**src/rtl/instr_prefetch_buffer_if.sv**
```systemverilog
// Instruction-bus bundle between the prefetch buffer and instruction memory.
// Carries the req/gnt address phase and the in-order rvalid response phase.
// master: prefetch buffer (drives req/addr); slave: memory (drives gnt/rdata/err/rvalid).
interface instr_prefetch_buffer_if;
  logic        instr_req_o;
  logic        instr_gnt_i;
  logic [31:0] instr_addr_o;
  logic [31:0] instr_rdata_i;
  logic        instr_err_i;
  logic        instr_rvalid_i;

  modport master (
    output instr_req_o,
    output instr_addr_o,
    input  instr_gnt_i,
    input  instr_rdata_i,
    input  instr_err_i,
    input  instr_rvalid_i
  );

  modport slave (
    input  instr_req_o,
    input  instr_addr_o,
    output instr_gnt_i,
    output instr_rdata_i,
    output instr_err_i,
    output instr_rvalid_i
  );
endinterface

```
**src/rtl/instr_prefetch_buffer.sv**
```systemverilog
// Purpose: prefetches instruction words over a req/gnt/rvalid bus into an in-order FIFO popped by fetch.
// Latency: bus rvalid in cycle t -> valid_o in cycle t+1 (same cycle with PREFETCH_BYPASS_EN on an empty FIFO).
// Backpressure: new requests only while outstanding < NUM_REQS and FIFO entries + outstanding < DEPTH.
// Ports: clk/rst (sync, active-high); req_i fetch enable; branch_i/branch_addr_i redirect;
//        valid_o/ready_i/rdata_o/addr_o/err_o FIFO head; busy_o requests in flight; bus = instruction bus master.
// Optional macro PREFETCH_BYPASS_EN: empty-FIFO responses are forwarded combinationally to the outputs.
module instr_prefetch_buffer #(
  parameter logic [31:0] PC_RESET = 32'h0000_0000,
  parameter int          NUM_REQS = 2,
  parameter int          DEPTH    = 4
) (
  input  logic                      clk,
  input  logic                      rst,
  input  logic                      req_i,
  input  logic                      branch_i,
  input  logic [31:0]               branch_addr_i,
  input  logic                      ready_i,
  output logic                      valid_o,
  output logic [31:0]               rdata_o,
  output logic [31:0]               addr_o,
  output logic                      err_o,
  output logic                      busy_o,
  instr_prefetch_buffer_if.master   bus
);

  localparam int OW = $clog2(NUM_REQS + 1);
  localparam int PW = (DEPTH > 1) ? $clog2(DEPTH) : 1;
  localparam int CW = $clog2(DEPTH + 1);

  typedef struct packed {
    logic [31:0] rdata;
    logic [31:0] addr;
    logic        err;
  } entry_t;

  logic [31:2]   fetch_addr_q, fetch_addr_d;
  logic [31:0]   resp_addr_q, resp_addr_d;   // bit 1 kept so the first word after a branch is halfword-tagged
  logic [31:2]   pend_addr_q, pend_addr_d;
  logic          pend_branch_q, pend_branch_d;
  logic          held_q, held_d;
  logic [OW-1:0] outstanding_q, outstanding_d;
  logic [OW-1:0] discard_q, discard_d;
  logic [PW-1:0] rd_ptr_q, rd_ptr_d, wr_ptr_q, wr_ptr_d;
  logic [CW-1:0] count_q, count_d;
  entry_t        mem_q [DEPTH];
  entry_t        mem_d [DEPTH];

  logic          issue_ok, gnt, rsp_vld, rsp_keep, push, pop, fifo_empty;
  logic          byp_vld, byp_take;
  logic [OW-1:0] disc_tmp;
  entry_t        rsp_entry, head;

  always_comb begin
    fifo_empty = (count_q == '0);
    // Responses arriving with nothing outstanding are strays and are ignored.
    rsp_vld    = bus.instr_rvalid_i & (outstanding_q != '0);
    rsp_keep   = rsp_vld & (discard_q == '0) & ~branch_i;
    rsp_entry  = '{rdata: bus.instr_rdata_i, addr: resp_addr_q, err: bus.instr_err_i};
    head       = mem_q[rd_ptr_q];

    // No fresh issue on a redirect cycle: the target address is only loaded at the edge.
    issue_ok = req_i & ~rst & ~branch_i
             & (32'(outstanding_q) < 32'(NUM_REQS))
             & ((32'(count_q) + 32'(outstanding_q)) < 32'(DEPTH));
    bus.instr_req_o  = held_q | issue_ok;
    bus.instr_addr_o = {fetch_addr_q, 2'b00};
    gnt              = bus.instr_req_o & bus.instr_gnt_i;

`ifdef PREFETCH_BYPASS_EN
    byp_vld  = fifo_empty & rsp_keep;
    byp_take = byp_vld & ready_i;
`else
    byp_vld  = 1'b0;
    byp_take = 1'b0;
`endif
    push = rsp_keep & ~byp_take;
    pop  = ~fifo_empty & ready_i & ~branch_i;

    if (byp_vld) begin
      valid_o = 1'b1;
      rdata_o = rsp_entry.rdata;
      addr_o  = rsp_entry.addr;
      err_o   = rsp_entry.err;
    end else begin
      valid_o = ~fifo_empty;
      rdata_o = head.rdata;
      addr_o  = head.addr;
      err_o   = head.err;
    end
    busy_o = (outstanding_q != '0);
  end

  // Request / address bookkeeping
  always_comb begin
    held_d        = bus.instr_req_o & ~bus.instr_gnt_i;
    fetch_addr_d  = fetch_addr_q;
    resp_addr_d   = resp_addr_q;
    pend_addr_d   = pend_addr_q;
    pend_branch_d = pend_branch_q;

    case ({gnt, rsp_vld})
      2'b10:   outstanding_d = outstanding_q + OW'(1);
      2'b01:   outstanding_d = outstanding_q - OW'(1);
      default: outstanding_d = outstanding_q;
    endcase

    disc_tmp = discard_q;
    if (rsp_vld && (discard_q != '0)) disc_tmp = discard_q - OW'(1);
    discard_d = disc_tmp;

    if (rsp_keep) resp_addr_d = {resp_addr_q[31:2] + 30'd1, 2'b00};

    if (branch_i) begin
      // Everything in flight after this cycle is stale, including a request granted right now.
      discard_d   = outstanding_d;
      resp_addr_d = branch_addr_i;
      if (held_q && !bus.instr_gnt_i) begin
        // Held address must stay stable; retarget once it is granted.
        pend_branch_d = 1'b1;
        pend_addr_d   = branch_addr_i[31:2];
      end else begin
        pend_branch_d = 1'b0;
        fetch_addr_d  = branch_addr_i[31:2];
      end
    end else if (gnt) begin
      if (pend_branch_q) begin
        discard_d     = disc_tmp + OW'(1);
        fetch_addr_d  = pend_addr_q;
        pend_branch_d = 1'b0;
      end else begin
        fetch_addr_d  = fetch_addr_q + 30'd1;
      end
    end
  end

  // FIFO
  always_comb begin
    mem_d    = mem_q;
    rd_ptr_d = rd_ptr_q;
    wr_ptr_d = wr_ptr_q;
    count_d  = count_q;
    if (branch_i) begin
      rd_ptr_d = '0;
      wr_ptr_d = '0;
      count_d  = '0;
    end else begin
      if (push) begin
        mem_d[wr_ptr_q] = rsp_entry;
        wr_ptr_d = (wr_ptr_q == PW'(DEPTH - 1)) ? '0 : wr_ptr_q + PW'(1);
      end
      if (pop) rd_ptr_d = (rd_ptr_q == PW'(DEPTH - 1)) ? '0 : rd_ptr_q + PW'(1);
      case ({push, pop})
        2'b10:   count_d = count_q + CW'(1);
        2'b01:   count_d = count_q - CW'(1);
        default: count_d = count_q;
      endcase
    end
  end

  always_ff @(posedge clk) begin
    if (rst) begin
      fetch_addr_q  <= PC_RESET[31:2];
      resp_addr_q   <= {PC_RESET[31:2], 2'b00};
      pend_addr_q   <= '0;
      pend_branch_q <= 1'b0;
      held_q        <= 1'b0;
      outstanding_q <= '0;
      discard_q     <= '0;
      rd_ptr_q      <= '0;
      wr_ptr_q      <= '0;
      count_q       <= '0;
      mem_q         <= '{default: '0};
    end else begin
      fetch_addr_q  <= fetch_addr_d;
      resp_addr_q   <= resp_addr_d;
      pend_addr_q   <= pend_addr_d;
      pend_branch_q <= pend_branch_d;
      held_q        <= held_d;
      outstanding_q <= outstanding_d;
      discard_q     <= discard_d;
      rd_ptr_q      <= rd_ptr_d;
      wr_ptr_q      <= wr_ptr_d;
      count_q       <= count_d;
      mem_q         <= mem_d;
    end
  end

  // The credit check on issue makes a push into a full FIFO without a pop impossible.
  a_no_overflow: assert property (@(posedge clk) disable iff (rst)
    !(push && (count_q == CW'(DEPTH)) && !pop));

endmodule

```
**src/flat_wrapper.sv**
```systemverilog
// flat-port wrapper written by rule: the top's interface ports become plain ports
module instr_prefetch_buffer_flat 
#(
  parameter logic [31:0] PC_RESET = 32'h0000_0000,
  parameter int          NUM_REQS = 2,
  parameter int          DEPTH    = 4
)
  (clk, rst, req_i, branch_i, branch_addr_i, ready_i, valid_o, rdata_o, addr_o, err_o, busy_o, bus_instr_req_o, bus_instr_addr_o, bus_instr_gnt_i, bus_instr_rdata_i, bus_instr_err_i, bus_instr_rvalid_i);
  instr_prefetch_buffer_if bus_i ();
  input  logic clk;
  input  logic rst;
  input  logic req_i;
  input  logic branch_i;
  input  logic [31:0] branch_addr_i;
  input  logic ready_i;
  output logic valid_o;
  output logic [31:0] rdata_o;
  output logic [31:0] addr_o;
  output logic err_o;
  output logic busy_o;
  output wire logic [$bits(bus_i.instr_req_o)-1:0] bus_instr_req_o;
  output wire logic [$bits(bus_i.instr_addr_o)-1:0] bus_instr_addr_o;
  input wire logic [$bits(bus_i.instr_gnt_i)-1:0] bus_instr_gnt_i;
  input wire logic [$bits(bus_i.instr_rdata_i)-1:0] bus_instr_rdata_i;
  input wire logic [$bits(bus_i.instr_err_i)-1:0] bus_instr_err_i;
  input wire logic [$bits(bus_i.instr_rvalid_i)-1:0] bus_instr_rvalid_i;
  assign bus_instr_req_o = bus_i.instr_req_o;
  assign bus_instr_addr_o = bus_i.instr_addr_o;
  assign bus_i.instr_gnt_i = bus_instr_gnt_i;
  assign bus_i.instr_rdata_i = bus_instr_rdata_i;
  assign bus_i.instr_err_i = bus_instr_err_i;
  assign bus_i.instr_rvalid_i = bus_instr_rvalid_i;
  instr_prefetch_buffer #(.PC_RESET(PC_RESET), .NUM_REQS(NUM_REQS), .DEPTH(DEPTH)) u_core (.clk(clk), .rst(rst), .req_i(req_i), .branch_i(branch_i), .branch_addr_i(branch_addr_i), .ready_i(ready_i), .valid_o(valid_o), .rdata_o(rdata_o), .addr_o(addr_o), .err_o(err_o), .busy_o(busy_o), .bus(bus_i));
endmodule
```
**config.mk**
```make
export PLATFORM = sky130hd
export DESIGN_NAME = instr_prefetch_buffer_flat
export DESIGN_NICKNAME = d
export VERILOG_FILES = /design/src/rtl/instr_prefetch_buffer_if.sv /design/src/rtl/instr_prefetch_buffer.sv /design/src/flat_wrapper.sv
export SDC_FILE = /design/constraint.sdc
export NUM_CORES = 1
export LEC_CHECK = 0
export BUFFER_PORTS_ARGS = -buffer_cell sky130_fd_sc_hd__buf_2
export CORE_ASPECT_RATIO = 0.5
export CORE_MARGIN = 2
export CORE_UTILIZATION = 55
export DETAILED_ROUTE_END_ITERATION = 8
export GPL_ROUTABILITY_DRIVEN = 0
export PLACE_DENSITY_LB_ADDON = 0.1
export SYNTH_ARGS = -nofsm -noshare
export SYNTH_HDL_FRONTEND = slang
export SYNTH_SLANG_ARGS = --single-unit
```
**constraint.sdc**
```tcl
create_clock -name clk -period 3.6 [get_ports clk]
set_clock_uncertainty 0.15 [all_clocks]
set_input_delay 0.18 -clock clk [delete_from_list [all_inputs] [get_ports clk]]
set_output_delay 0.18 -clock clk [all_outputs]
set_load 0.005 [all_outputs]
```
==> qor.yml <==
outcome:
  status: "finished clean"
floorplan:
  rows: 44
  core_area_um2: 29000
  die_h_um: 126
  ios: 172
  dieArea_um2: 31000
  start_util: 0.560
  fp.dieW_um: 247
cells_and_area:
  area_delta_synth_final_pct: 17.1
  num-fill-cells: 2529
  regArea_um2: 7310
  insertedDiodeCount: 0
  fin_nets: 2212
  post-route-util: 0.656
  multi_input_area_um2: 8190
  drive_gt1_frac: 0.162
  instances_no_fill: 2539
setup_path:
  endpoint: "u_core.discard_q[1]$_SDFF_PP0_"
  crit_arrival_ns: 3.22
  crit_required_ns: 3.91
  worstSetupPathDepth: 8
  cp-end-kind: "flop"
  worst-path-buf-inv: 0
  cp_cell_sequence: "ha_1 > nor4b_1 > a31o_2 > nand2_1 > ha_1 > or3_1 > a21oi_1 > o22a_1"
  crit_start: "u_core.outstanding_q[1]$_SDFF_PP0_"
  critical_path_class: "reg -> reg"
  rr_worst_depth: 8
  cp-start-kind: "flop"
  r2r-start: "u_core.outstanding_q[1]$_SDFF_PP0_"
  r2r-end: "u_core.discard_q[1]$_SDFF_PP0_"
  worstPathMaxFanout: 8
  cp_slowest_cell: "nor4b_1"
  r2r_setup_slack_ns: 0.69
  slowest_delay_ns: 0.64
  cp_top_family: "simple AND/OR/NAND/NOR gates"
  crit_top_cell: "ha_1"
synthesis:
  avgSynthCellArea_um2: 8.16
  yosysMostFrequentCell: "nand2_1"
  yosysTopAreaCell: "dfxtp_1"
  yosys-top-cells-count: "nand2_1, dfxtp_1, a21oi_1"
  yosysWarnings: 0
  ys_seq_area_frac: 0.450
  yosysTopAreaCellShare: 0.450
  synth_edf_count: 0
  synthesis.area_um2: 16300
  ys_seq_elements: 365
  netlist-cell-type-count: 65
  syn_inst: 1992
  async_flop_share: 0
  yosys_most_used_dff: "dfxtp_1"
  synth_area_leaders: "dfxtp_1, nand2_1, a21oi_1"
global_routing:
  grt_max_degree: 102
  antenna_found_initial: 0
  grt.total_usage: 0.287
  grt_overflow: 0
  grt_pass1_vias: 13400
  grt_pass1_wl_um: 71800
sta:
  period_minus_slack_ns: 2.91
  drv_slew: 0
  max_freq_mhz: 344
  max_slew_margin: 0.318
  fin_tns_setup_ns: 0
  fin_ws_ns: 0.694
  period_share: 0.807
  tightest_slew_ns: 1.02
  setup_viol: 0
  hold_violations: 0
  rsz0062_at_grt: "false"
pwr:
  power_frac_clock: 0.420
  vdd_drop_max_mv: 0.303
  powerDensity_nw_per_um2: 438
  p_sw_frac: 0.242
  comb_power_share: 0.072
  switchingPower_mw: 2.01
  intPower_mw: 6.32
  p_leak_nw: 6.63
  power_mw: 8.33
  p_seq_frac: 0.508
detailed_routing:
  routed_via_density: 5.71
  detail-route-antenna-nets: 0
  wl_per_cell_um: 17.7
  drt-initial-drc-count: 1212
  drcViolationCount: 0
  vias: 14500
  totalWireLength_um: 44800
  firstDrtPassIters: 5
min_path:
  hp-class: "in -> reg"
  hold_depth: 3
clock_tree:
  clkLatencyLatePin_ns: 0.52
  cts_max_level: 2
  numCtsBuffers: 34
  path_clk_slew_ns: 0.07
  cts-root-buf: "clkbuf_16"
  cts_buffer_depth: 3
  cts_resized: 0
  cts_tree: "done"
  cts.sinks: 365
placed_design:
  placed_cells: 2409
  dpl.hpwl_um: 26500
  port_buffers: 169
  post-place-ws_ns: 0.740
flow_run:
  cap_violations: 0
cells in the final DEF, fill, tap and decap left out, types with 4 or more instances in the layout:
cell,count
a211o_1,4
a211oi_1,18
a21boi_0,4
a21oi_1,344
a221oi_1,6
a31oi_1,5
and3_1,7
and3_2,4
buf_12,5
buf_2,168
buf_4,21
clkbuf_16,35
clkbuf_8,9
clkinv_2,7
dfxtp_1,363
dlygate4sd3_1,74
ha_1,11
inv_1,29
mux2i_1,7
mux4_2,65
nand2_1,640
nand2_2,4
nand2b_1,4
nand3_1,30
nand4_1,21
nor2_1,55
nor3_1,18
nor4_1,7
nor4_2,5
o211a_1,4
o21a_1,7
o21ai_0,42
o31a_1,5
o31ai_1,6
or2_2,6
or3_1,6
or4_1,5
xnor2_1,17
xor2_1,19
registers in the layout, summed over array words and instances, names as in the netlist:
signal / count
u_core.held_q: 1
u_core.count_q: 3
u_core.wr_ptr_q: 2
u_core.outstanding_q: 2
u_core.mem_q: 260
u_core.pend_branch_q: 1
u_core.rd_ptr_q: 2
u_core.pend_addr_q: 30
u_core.discard_q: 2
u_core.resp_addr_q: 32
u_core.fetch_addr_q: 30
cells by family (layout without fill, tap and decap cells):
| group | count (synthesis) | count (layout) | synth area share |
|---|---|---|---|
| simple gates | 830 | 830 | 0.215 |
| flops | 365 | 365 | 0.450 |
| buf+inv | 201 | 356 | 0.0482 |
| mux | 73 | 73 | 0.0951 |
| other cells | 1 | 2 | 0.000231 |
| fa+ha+maj | 12 | 12 | 0.00970 |
| xor+xnor | 36 | 36 | 0.0194 |
| compound gates | 474 | 474 | 0.163 |
per-stage QoR:
| stage | instance area (um2) | hold slack [ns] |
|---|---|---|
| final | 19000 | 0.0625 |
| after global routing | 19000 | 0.113 |
| after CTS | 19000 | 0.0482 |
| after detailed placement | 17200 | 0.273 |
| after global placement | 17200 | 0.264 |
| after floorplan | 16300 | 0.166 |
final cells by class:
type | instances | share of cell area
clock buffers | 47 | 0.0531
well taps | 391 | 0.0257
multi-input cells | 1427 | 0.430
repair buffers | 269 | 0.0974
flip-flops and latches | 365 | 0.384
clock inverters | 9 | 0.00270
inverters | 31 | 0.00612
worst min path at each step:
stage | to | from | slack [ns]
floorplan | u_core.pend_addr_q[12]$_SDFFE_PP0P_ | branch_addr_i[12] | 0.17
global placement | u_core.resp_addr_q[1]$_SDFFE_PP0P_ | branch_addr_i[1] | 0.26
detailed placement | u_core.resp_addr_q[1]$_SDFFE_PP0P_ | branch_addr_i[1] | 0.27
CTS | u_core.discard_q[0]$_SDFF_PP0_ | branch_i | 0.05
global route | u_core.wr_ptr_q[1]$_SDFFE_PP0P_ | bus_instr_rvalid_i | 0.11
finish | u_core.discard_q[0]$_SDFF_PP0_ | branch_i | 0.06
worst min-delay path, delay by kind of cell:
family | cells | cell delay (ns)
buf+inv | 1 | 0.29
simple gates | 1 | 0.12
compound gates | 1 | 0.06
power by group through the flow:
stage | Clock, mW | Combinational [mW] | Sequential (mW)
final | 3.50 | 0.600 | 4.23
after global routing | 3.75 | 0.656 | 4.24
after CTS | 3.55 | 0.596 | 4.23
after detailed placement | 0 | 0.535 | 4.32
after global placement | 0 | 0.531 | 4.32
after floorplan | 0 | 0.364 | 4.26
metal layers:
layer,global-route usage,vias up,part of all wire
met1,0.417,6904,0.46
met4,0.0624,0,0.016
li1,-,7067,-
met5,0,-,0
met2,0.454,476,0.46
met3,0.0397,59,0.065
repair_timing:
action,CTS,global route
buffers inserted,0,0
setup endpoints to repair,0,0
hold buffers,74,0
endpoints found under the hold margin,215,0
Power figures use the tool's default switching activity.
